## config.mk

```make
export PLATFORM = sky130hd
export DESIGN_NAME = data_ram_ctrl
export DESIGN_NICKNAME = d
export VERILOG_FILES = /design/src/rtl/data_ram_ctrl_pkg.sv /design/src/rtl/data_ram_ctrl_byte_lane.sv /design/src/rtl/data_ram_ctrl.sv
export SDC_FILE = /design/constraint.sdc
export NUM_CORES = 1
export LEC_CHECK = 0
export CAP_MARGIN = 0
export CORE_ASPECT_RATIO = 2
export CORE_UTILIZATION = 49
export DETAILED_ROUTE_END_ITERATION = 6
export HOLD_SLACK_MARGIN = 0.03
export PLACE_DENSITY = 0.91
export REMOVE_ABC_BUFFERS = 1
export SLEW_MARGIN = 20
export SYNTH_ARGS = -nofsm -noshare
export SYNTH_HDL_FRONTEND = slang
export SYNTH_HIERARCHICAL = 1
export SYNTH_SLANG_ARGS = --single-unit
```

## constraint.sdc

```tcl
create_clock -name i_clk -period 4.4 [get_ports i_clk]
set_input_delay 0.44 -clock i_clk [delete_from_list [all_inputs] [get_ports i_clk]]
set_output_delay 0.44 -clock i_clk [all_outputs]
set_load 0.01 [all_outputs]
```

## src/rtl/data_ram_ctrl_pkg.sv

```systemverilog
// Shared definitions for the data RAM controller: funct3 load/store codes,
// FSM state encoding, word/lane constants and the request legality check.
package data_ram_ctrl_pkg;

  localparam int WORD_W = 32;

  localparam logic [2:0] MEM_B  = 3'b000;
  localparam logic [2:0] MEM_H  = 3'b001;
  localparam logic [2:0] MEM_W  = 3'b010;
  localparam logic [2:0] MEM_BU = 3'b100;
  localparam logic [2:0] MEM_HU = 3'b101;

  typedef enum logic [1:0] {
    ST_IDLE = 2'd0,
    ST_RD   = 2'd1,
    ST_RDW  = 2'd2,
    ST_WR   = 2'd3
  } state_t;

  // True when a request must be answered with an error instead of a RAM access.
  // Unsigned modes only make sense for loads, so a store with mode[2]=1 is illegal.
  function automatic logic req_illegal(input logic       wr,
                                       input logic [2:0] mode,
                                       input logic [1:0] lane);
    logic bad;
    bad = 1'b0;
    case (mode)
      MEM_B, MEM_BU: bad = 1'b0;
      MEM_H, MEM_HU: bad = lane[0];
      MEM_W:         bad = (lane != 2'b00);
      default:       bad = 1'b1;
    endcase
    if (wr && mode[2]) bad = 1'b1;
    return bad;
  endfunction

endpackage

```

## src/rtl/data_ram_ctrl_byte_lane.sv

```systemverilog
// Combinational lane unit for the data RAM controller.
//  - extract: pulls the addressed byte/half out of a RAM word and sign- or
//    zero-extends it according to funct3.
//  - merge: replaces only the addressed byte/half of a RAM word with the low
//    bits of the store data; all other lanes pass through unchanged.
// Ports:
//  i_word    in   32  word read from RAM
//  i_wdata   in   32  store data (low bits significant)
//  i_mode    in   3   funct3 code
//  i_lane    in   2   byte address [1:0]
//  o_ext     out  32  extended load data
//  o_merged  out  32  read-modify-write result
module data_ram_ctrl_byte_lane
  import data_ram_ctrl_pkg::*;
(
  input  logic [WORD_W-1:0] i_word,
  input  logic [WORD_W-1:0] i_wdata,
  input  logic [2:0]        i_mode,
  input  logic [1:0]        i_lane,
  output logic [WORD_W-1:0] o_ext,
  output logic [WORD_W-1:0] o_merged
);

  logic [4:0]        w_sh_b;
  logic [4:0]        w_sh_h;
  logic [WORD_W-1:0] w_word_b;
  logic [WORD_W-1:0] w_word_h;
  logic [7:0]        w_byte;
  logic [15:0]       w_half;
  logic [WORD_W-1:0] w_mask_b;
  logic [WORD_W-1:0] w_mask_h;
  logic [WORD_W-1:0] w_data_b;
  logic [WORD_W-1:0] w_data_h;

  assign w_sh_b   = {i_lane, 3'b000};
  assign w_sh_h   = {i_lane[1], 4'b0000};
  assign w_word_b = i_word >> w_sh_b;
  assign w_word_h = i_word >> w_sh_h;
  assign w_byte   = w_word_b[7:0];
  assign w_half   = w_word_h[15:0];

  assign w_mask_b = 32'h0000_00FF << w_sh_b;
  assign w_mask_h = 32'h0000_FFFF << w_sh_h;
  assign w_data_b = {24'd0, i_wdata[7:0]} << w_sh_b;
  assign w_data_h = {16'd0, i_wdata[15:0]} << w_sh_h;

  always_comb begin
    o_ext = i_word;
    case (i_mode)
      MEM_B:   o_ext = {{24{w_byte[7]}}, w_byte};
      MEM_BU:  o_ext = {24'd0, w_byte};
      MEM_H:   o_ext = {{16{w_half[15]}}, w_half};
      MEM_HU:  o_ext = {16'd0, w_half};
      default: o_ext = i_word;
    endcase
  end

  always_comb begin
    o_merged = i_wdata;
    case (i_mode)
      MEM_B:   o_merged = (i_word & ~w_mask_b) | w_data_b;
      MEM_H:   o_merged = (i_word & ~w_mask_h) | w_data_h;
      default: o_merged = i_wdata;
    endcase
  end

endmodule

```

## src/rtl/data_ram_ctrl.sv

```systemverilog
// Data RAM controller: sequences all LSU load/store traffic into the
// word-wide data RAM. Loads read a word and extract a lane; sub-word stores
// do read-modify-write; word stores write directly. Sole driver of the RAM.
//
// state   | meaning
// --------+-----------------------------------------------------------
// ST_IDLE | ready for a request; also the cycle a response is presented
// ST_RD   | RAM read issued for the latched word address
// ST_RDW  | RAM read data available; extract (load) or merge (store)
// ST_WR   | RAM write issued with the latched or merged word
//
// Ports:
//  i_clk, i_rst        clock, synchronous active-high reset
//  i_req_*/o_req_ready request port (accepted when valid & ready)
//  o_resp_*            one-cycle response pulse with data/error
//  o_ram_*/i_ram_rdata data RAM port, read data one cycle after the read
module data_ram_ctrl
  import data_ram_ctrl_pkg::*;
#(
  parameter int ADDR_WIDTH = 16,
  parameter int DATA_WIDTH = 32
) (
  input  logic                  i_clk,
  input  logic                  i_rst,
  input  logic                  i_req_valid,
  output logic                  o_req_ready,
  input  logic                  i_req_wr,
  input  logic [2:0]            i_req_mode,
  input  logic [ADDR_WIDTH-1:0] i_req_addr,
  input  logic [DATA_WIDTH-1:0] i_req_wdata,
  output logic                  o_resp_valid,
  output logic [DATA_WIDTH-1:0] o_resp_rdata,
  output logic                  o_resp_err,
  output logic                  o_ram_ena,
  output logic                  o_ram_wr_flag,
  output logic [ADDR_WIDTH-1:0] o_ram_addr,
  output logic [DATA_WIDTH-1:0] o_ram_wdata,
  input  logic [DATA_WIDTH-1:0] i_ram_rdata
);

  state_t                r_state;
  logic                  r_wr;
  logic [2:0]            r_mode;
  logic [ADDR_WIDTH-1:0] r_addr;
  logic [DATA_WIDTH-1:0] r_wdata;
  logic                  r_resp_valid;
  logic [DATA_WIDTH-1:0] r_resp_rdata;
  logic                  r_resp_err;

  logic                  w_accept;
  logic [DATA_WIDTH-1:0] w_ext;
  logic [DATA_WIDTH-1:0] w_merged;

  assign w_accept = i_req_valid && (r_state == ST_IDLE);

  data_ram_ctrl_byte_lane u_lane (
    .i_word   (i_ram_rdata),
    .i_wdata  (r_wdata),
    .i_mode   (r_mode),
    .i_lane   (r_addr[1:0]),
    .o_ext    (w_ext),
    .o_merged (w_merged)
  );

  always_ff @(posedge i_clk) begin
    if (i_rst) begin
      r_state      <= ST_IDLE;
      r_wr         <= 1'b0;
      r_mode       <= 3'b000;
      r_addr       <= '0;
      r_wdata      <= '0;
      r_resp_valid <= 1'b0;
      r_resp_rdata <= '0;
      r_resp_err   <= 1'b0;
    end else begin
      // Response registers default to idle so every response is a single pulse.
      r_resp_valid <= 1'b0;
      r_resp_rdata <= '0;
      r_resp_err   <= 1'b0;
      case (r_state)
        ST_IDLE: begin
          if (w_accept) begin
            r_wr    <= i_req_wr;
            r_mode  <= i_req_mode;
            r_addr  <= i_req_addr;
            r_wdata <= i_req_wdata;
            if (req_illegal(i_req_wr, i_req_mode, i_req_addr[1:0])) begin
              r_resp_valid <= 1'b1;
              r_resp_err   <= 1'b1;
            end else if (i_req_wr && (i_req_mode == MEM_W)) begin
              r_state <= ST_WR;
            end else begin
              r_state <= ST_RD;
            end
          end
        end
        ST_RD: r_state <= ST_RDW;
        ST_RDW: begin
          if (r_wr) begin
            // Merged word reuses the store-data register so WR always writes r_wdata.
            r_wdata <= w_merged;
            r_state <= ST_WR;
          end else begin
            r_resp_valid <= 1'b1;
            r_resp_rdata <= w_ext;
            r_state      <= ST_IDLE;
          end
        end
        ST_WR: begin
          r_resp_valid <= 1'b1;
          r_state      <= ST_IDLE;
        end
        default: r_state <= ST_IDLE;
      endcase
    end
  end

  assign o_req_ready   = (r_state == ST_IDLE);
  assign o_resp_valid  = r_resp_valid;
  assign o_resp_rdata  = r_resp_rdata;
  assign o_resp_err    = r_resp_err;
  // Gated by reset so an in-flight write cannot commit on the reset edge.
  assign o_ram_ena     = ~i_rst && ((r_state == ST_RD) || (r_state == ST_WR));
  assign o_ram_wr_flag = ~i_rst && (r_state == ST_WR);
  assign o_ram_addr    = {r_addr[ADDR_WIDTH-1:2], 2'b00};
  assign o_ram_wdata   = r_wdata;

endmodule

```

==> out/results.tsv, run 1 <==
metric	value	unit
status	finished, final reports clean	
worstMarginPinSlew	1.095	ns
max_clock_freq	391.7	MHz
yosysWarnings	6	
crit_arrival	2.78	ns
nets	768	
place_ws	1.920	ns
grt.overflow.total	0	
grt_pass1_vias	4608	
start_util	0.5009	
power.density	332.1	mW/mm^2
hp-class	register to register	
p_int	1.639	mW
p_comb_frac	0.232	
fin_skew	0.004899	ns
clkSinkCount	88	
p_seq_frac	0.400	
yosysSeqAreaShare	0.3626	
synth_cell_types	47	
layout_common_cells	168 x clkdlybuf4s50_1, 87 x dfxtp_1, 45 x nor2_1, 41 x a21oi_1, 39 x o221a_2	
vias	4822	
cts_tree	built	
antenna_left	0	
synth_area_per_cell	8.691	um^2
cts_buffers	9	
cts_max_level	3	
clock_latency	0.34	ns
synth_top_area_share	0.3626	
fp.dieH	142.8	um
startpoint	r_addr[0]	
cts_resized	0	
min_period_over_period	0.5802	
holdBufCountCts	0	
whs	0.4976	ns
dieArea	0.01034	mm^2
p_clk_frac	0.369	
synth_area_leaders	dfxtp_1 36%, o221a_2 9.0%, mux2i_1 7.0%	
grt_pass1_wl	23110	um
dp_hpwl	10850	um
grt_max_degree	58	
path_class	register to register	
synth_top_cell_by_area	dfxtp_1	
die_x	72.41	um
cp_max_fo	18	
routed_via_density	5.895	
area_growth	39.30	%
post_cts.repair.setup_buffers	0	
syn_area	0.004858	mm^2
leakagePower	2.758	nW
routed_wl	14990	um
setup_ws	1.847	ns
layoutNonFillerInstCount	818	
antennaDiodeCount	0	
finalMaxSlewViolations	0	
gp_congestion	0.9284	
initialDrtViolationCount	427	
rsz0062_at_grt	no	
place_inst	802	
slew_headroom	0.2692	
grtUsageTotal	0.2900	
async_flop_share	0	
netlist_instances	559	
p_sw_frac	0.2710	
wire_per_inst	18.33	um
ioPinCount	172	
clk_pin_slew	0.06	ns
r2r-start	r_addr[0]	
layout-drive-gt1-share	0.1443	
clock-root-buffer	clkbuf_16	
hp-start	r_addr[4]	
synth_seq_cells	88	
final_common_cell	clkdlybuf4s50_1	
cp.required	4.63	ns
total_power	2.248	mW
cp-start-kind	register	
first_pass_iters	7	
endpoint_kind	register	
setup_violations	0	
cts_buffer_depth	2	
io_buffers	169	
rows	51	
core_area	0.009699	mm^2
power_switching	609.1	uW
hold_viol	0	
antenna_found_initial	0	
drc	0	
irDropWorstVdd	0.3123	mV
drv_cap	0	
synth_flop_cell	dfxtp_1	
fin_crit	2.553	ns
synth-edff-count	0	
cells in the mapped netlist (2+ instances only):
master    instances
dfxtp_1          88
nor2_1           45
a21oi_1          42
o221a_2          39
nand2_1          37
and2_1           34
inv_1            34
mux2i_1          34
buf_2            25
clkbuf_1         20
o21ai_0          19
mux2_2           17
buf_4            16
a221o_1          15
nand3_1          11
nor4b_1          10
a22o_1            8
a31oi_1           8
and3_1            8
a211o_1           7
buf_1             5
nor2b_1           4
nand2b_1          3
a21o_1            2
buf_6             2
nor3_1            2
nor3b_1           2
or2_2             2
or3_1             2
state kept, by name, summed over array words and instances (netlist names):
signal and cells:
r_state 2, o_resp_valid 1, o_ram_wdata 32, o_resp_err 1, o_resp_rdata 32, r_addr 16, r_wr 1, r_mode 3
metrics by stage:
| stage | util | setup TNS (ns) | cell area, um^2 |
|---|---|---|---|
| final | 0.6978 | 0 | 6768 |
| after global routing | 0.6978 | 0 | 6768 |
| after CTS | 0.6978 | 0 | 6768 |
| after detailed placement | 0.6636 | 0 | 6436 |
| after global placement | 0.6636 | 0 | 6436 |
| after floorplan | - | -23.17 | 4501 |
path summary, 6_finish.rpt:
check	endpoint	slack, ns	cells after the start
setup / recovery	o_ram_wdata[6]	1.85	4
hold reg to reg	r_addr[4]	0.50	2
hold / removal	r_addr[4]	0.50	2
setup reg to reg	o_ram_wdata[6]	1.85	4
power by group through the flow:
stage	Sequential, mW	Combinational, mW	Clock, mW
after floorplan	0.923	0.251	0
after global placement	0.911	0.500	0
after detailed placement	0.914	0.511	0
after CTS	0.896	0.515	0.845
after global routing	0.904	0.557	0.876
final	0.898	0.521	0.829
per-layer routing:
metal / routed length (um) / global-route usage
met3: 856 / 0.04305
met2: 7984 / 0.5165
met4: 871 / 0.1981
met1: 5279 / 0.3048
met5: 0 / 0
worst max-delay path: stages, from the launching register on:
cell	delay, ns
dfxtp_1	0.72
nor2b_1	0.85
o21ai_4	0.24
mux2_2	0.34
o221a_2	0.29
area by class of cell:
cell class                 count  area (um^2)
clock buffer                  10        239.0
clock inverter                 6        92.59
fill                         810         2932
inverter                      35        131.4
multi-input combinational    369         2623
sequential                    88         1763
tap                          132        165.2
timing repair buffer         178         1754
cell families (layout without fill, tap and decap cells):
logic type	count (synthesis)	count (layout)	share of synthesized area
AO/OA/AOI/OAI	147	147	0.2411
buffers and inverters	103	229	0.1015
flip-flops	88	88	0.3626
multiplexers	52	52	0.1141
other	1	2	0.0007719
AND/OR/NAND/NOR	168	168	0.1800
No activity file was read; power rests on OpenSTA's default activity.
==> inputs of run 2 (changes only) <==
--- a/config.mk
+++ b/config.mk
@@ -7,10 +7,10 @@
 export LEC_CHECK = 0
 export CAP_MARGIN = 0
 export CORE_ASPECT_RATIO = 2
-export CORE_UTILIZATION = 49
+export CORE_UTILIZATION = 46
 export DETAILED_ROUTE_END_ITERATION = 6
 export HOLD_SLACK_MARGIN = 0.03
-export PLACE_DENSITY = 0.91
+export PLACE_DENSITY = 0.87
 export REMOVE_ABC_BUFFERS = 1
 export SLEW_MARGIN = 20
 export SYNTH_ARGS = -nofsm -noshare
==> constraint.sdc (replaced) <==
create_clock -name i_clk -period 2.5 [get_ports i_clk]
set_input_delay 0.25 -clock i_clk [delete_from_list [all_inputs] [get_ports i_clk]]
set_output_delay 0.25 -clock i_clk [all_outputs]
set_load 0.01 [all_outputs]
==> run 2 against run 1 <==
Combinational power rose by 83%; design area rose by 1.4%; clock power rose by 87%; worst setup slack got worse by 1.3 ns; final cell count rose by 1.3%; highest routed layer unchanged; sequential share of layout area fell by 0.37 points.
==> out/results.tsv, run 2 (synthesis results as in run 1) <==
metric	value	unit	change
fp.dieH	147.3	um	+3.2%
path_class	register to output pin		
grt_max_degree	58		unchanged
routed_via_density	5.749		-2.5%
hp-class	primary input to register		
setup_violations	0		unchanged
min_period_over_period	0.7912		
drv_cap	0		unchanged
vias	4766		-1.2%
worstMarginPinSlew	0.5900	ns	-0.5048 ns
antenna_left	0		unchanged
routed_wl	15140	um	+0.99%
crit_buf_inv	1		+1
antenna_found_initial	0		unchanged
grt_pass1_wl	23360	um	+1.1%
rsz0062_at_grt	no		
cp_num_cells	3		-1
clock_latency	0.34	ns	about the same
place_ws	0.4511	ns	-1.469 ns
start_util	0.4756		-0.02528
clk_pin_slew	0.06	ns	about the same
grt_pass1_vias	4500		-2.3%
ioPinCount	172		unchanged
path_cells	nor2b_1 > and2_1 > clkdlybuf4s50_1		
cts_buffer_depth	2		unchanged
reg2regPathDepth	5		+1
busiest_layer	met2		
cp-start-kind	register		
nFillCells	863		+6.5%
grt_util_met1	0.3048		about the same
grtUsageTotal	0.2808		-0.009263
leakagePower	2.814	nW	+2.0%
wire_per_inst	18.26	um	-0.35%
cp_max_fo	8		-10
initialDrtViolationCount	475		+11%
layout-drive-gt1-share	0.1542		+0.009864
clock-root-buffer	clkbuf_16		
drc	0		unchanged
cp.required	2.25	ns	-2.38 ns
r2r_end	o_resp_rdata[19]		
core_area	0.01021	mm^2	+5.3%
status	finished, final reports clean		
cts_max_level	3		unchanged
crit_end	o_ram_wr_flag		
r2r-start	r_addr[1]		
layout_common_cells	168 x clkdlybuf4s50_1, 87 x dfxtp_1, 45 x nor2_1, 41 x a21oi_1, 39 x o221a_2		
finalMaxSlewViolations	0		unchanged
first_pass_iters	5		-2
cts_tree	built		
fin_skew	0.005995	ns	+0.001096 ns
clkSinkCount	88		unchanged
area_growth	41.28	%	
holdBufCountCts	0		unchanged
critical_path.top_delay_family	buffers and inverters		
utilization	0.6720		-0.02578
setup_ws	0.5219	ns	-1.325 ns
r2r_slack	0.56	ns	-1.29 ns
dieArea	0.01100	mm^2	+6.4%
startpoint	r_state[0]		
cts_buffers	9		unchanged
gp_congestion	0.8693		-6.4%
grt.overflow.total	0		unchanged
grtUsageMet3	0.04184		-0.001211
dp_hpwl	11270	um	+3.8%
die_x	74.67	um	+3.1%
crit_arrival	1.73	ns	-1.05 ns
io_buffers	169		unchanged
power.density	592.2	mW/mm^2	+78%
layoutNonFillerInstCount	829		+1.3%
post_cts.repair.setup_buffers	0		unchanged
nets	777		+1.2%
place_inst	814		+1.5%
hold_viol	0		unchanged
irDropWorstVdd	0.4974	mV	+59%
rows	52		+2.0%
slowest_stage	clkdlybuf4s50_1		
max_clock_freq	505.5	MHz	
final_common_cell	clkdlybuf4s50_1		
fin_crit	1.978	ns	
cts_resized	0		unchanged
antennaDiodeCount	0		unchanged
endpoint_kind	output pin		
critPathMaxStageDelay	0.54	ns	-0.31 ns
use_met2	0.4968		-0.01963
slew_headroom	0.6067		+0.3375
-- run 2: layout make-up --
cell class	instances	area, um^2	area share
Multi-Input combinational cell	369	2623	0.3821
Clock inverter	5	105.1	0.01531
Inverter	35	131.4	0.01914
Sequential cell	88	1763	0.2568
Timing Repair Buffer	187	1834	0.2672
Clock buffer	10	239.0	0.03482
Tap cell	135	168.9	0.02461
-- run 2: how the worst min path moves through the flow --
stage / slack [ns] / cells after the start / from / endpoint
final: 0.50 / 3 / i_rst / r_addr[2]
after global routing: 0.53 / 2 / r_addr[6] / r_addr[6]
after detailed placement: 0.49 / 2 / r_addr[6] / r_addr[6]
after CTS: 0.49 / 3 / i_rst / r_addr[9]
after global placement: 0.48 / 2 / r_addr[15] / r_addr[15]
after floorplan: 0.32 / 1 / i_rst / r_state[1]
-- run 2: where the power goes --
part | switching [mW] | internal, mW
sequential | 0.0881 | 1.48
combinational | 0.435 | 0.516
clock | 0.550 | 0.998
-- run 2: metal layers --
metal | share of wire | routed length (um)
met2 | 0.54 | 8153
met1 | 0.37 | 5532
met4 | 0.045 | 680
met5 | 0 | 0
met3 | 0.051 | 773
-- run 2: tightest hold or removal path, cell delays in order --
cell    delay, ns
buf_2        0.11
buf_4        0.30
nor2_1       0.15
-- run 2: stage by stage --
| stage | instance area (um^2) | power [mW] | hold slack [ns] | setup TNS [ns] |
|---|---|---|---|---|
| 5_1_grt | 6864 | 4.225 | 0.5250 | 0 |
| 6_report | 6864 | 4.065 | 0.4958 | 0 |
| 3_3_place_gp | 6520 | 2.506 | 0.4751 | 0 |
| 4_1_cts | 6864 | 4.080 | 0.4925 | 0 |
| 3_5_place_dp | 6520 | 2.532 | 0.4852 | 0 |
| 2_1_floorplan | 4501 | 2.065 | 0.3156 | -129.48 |
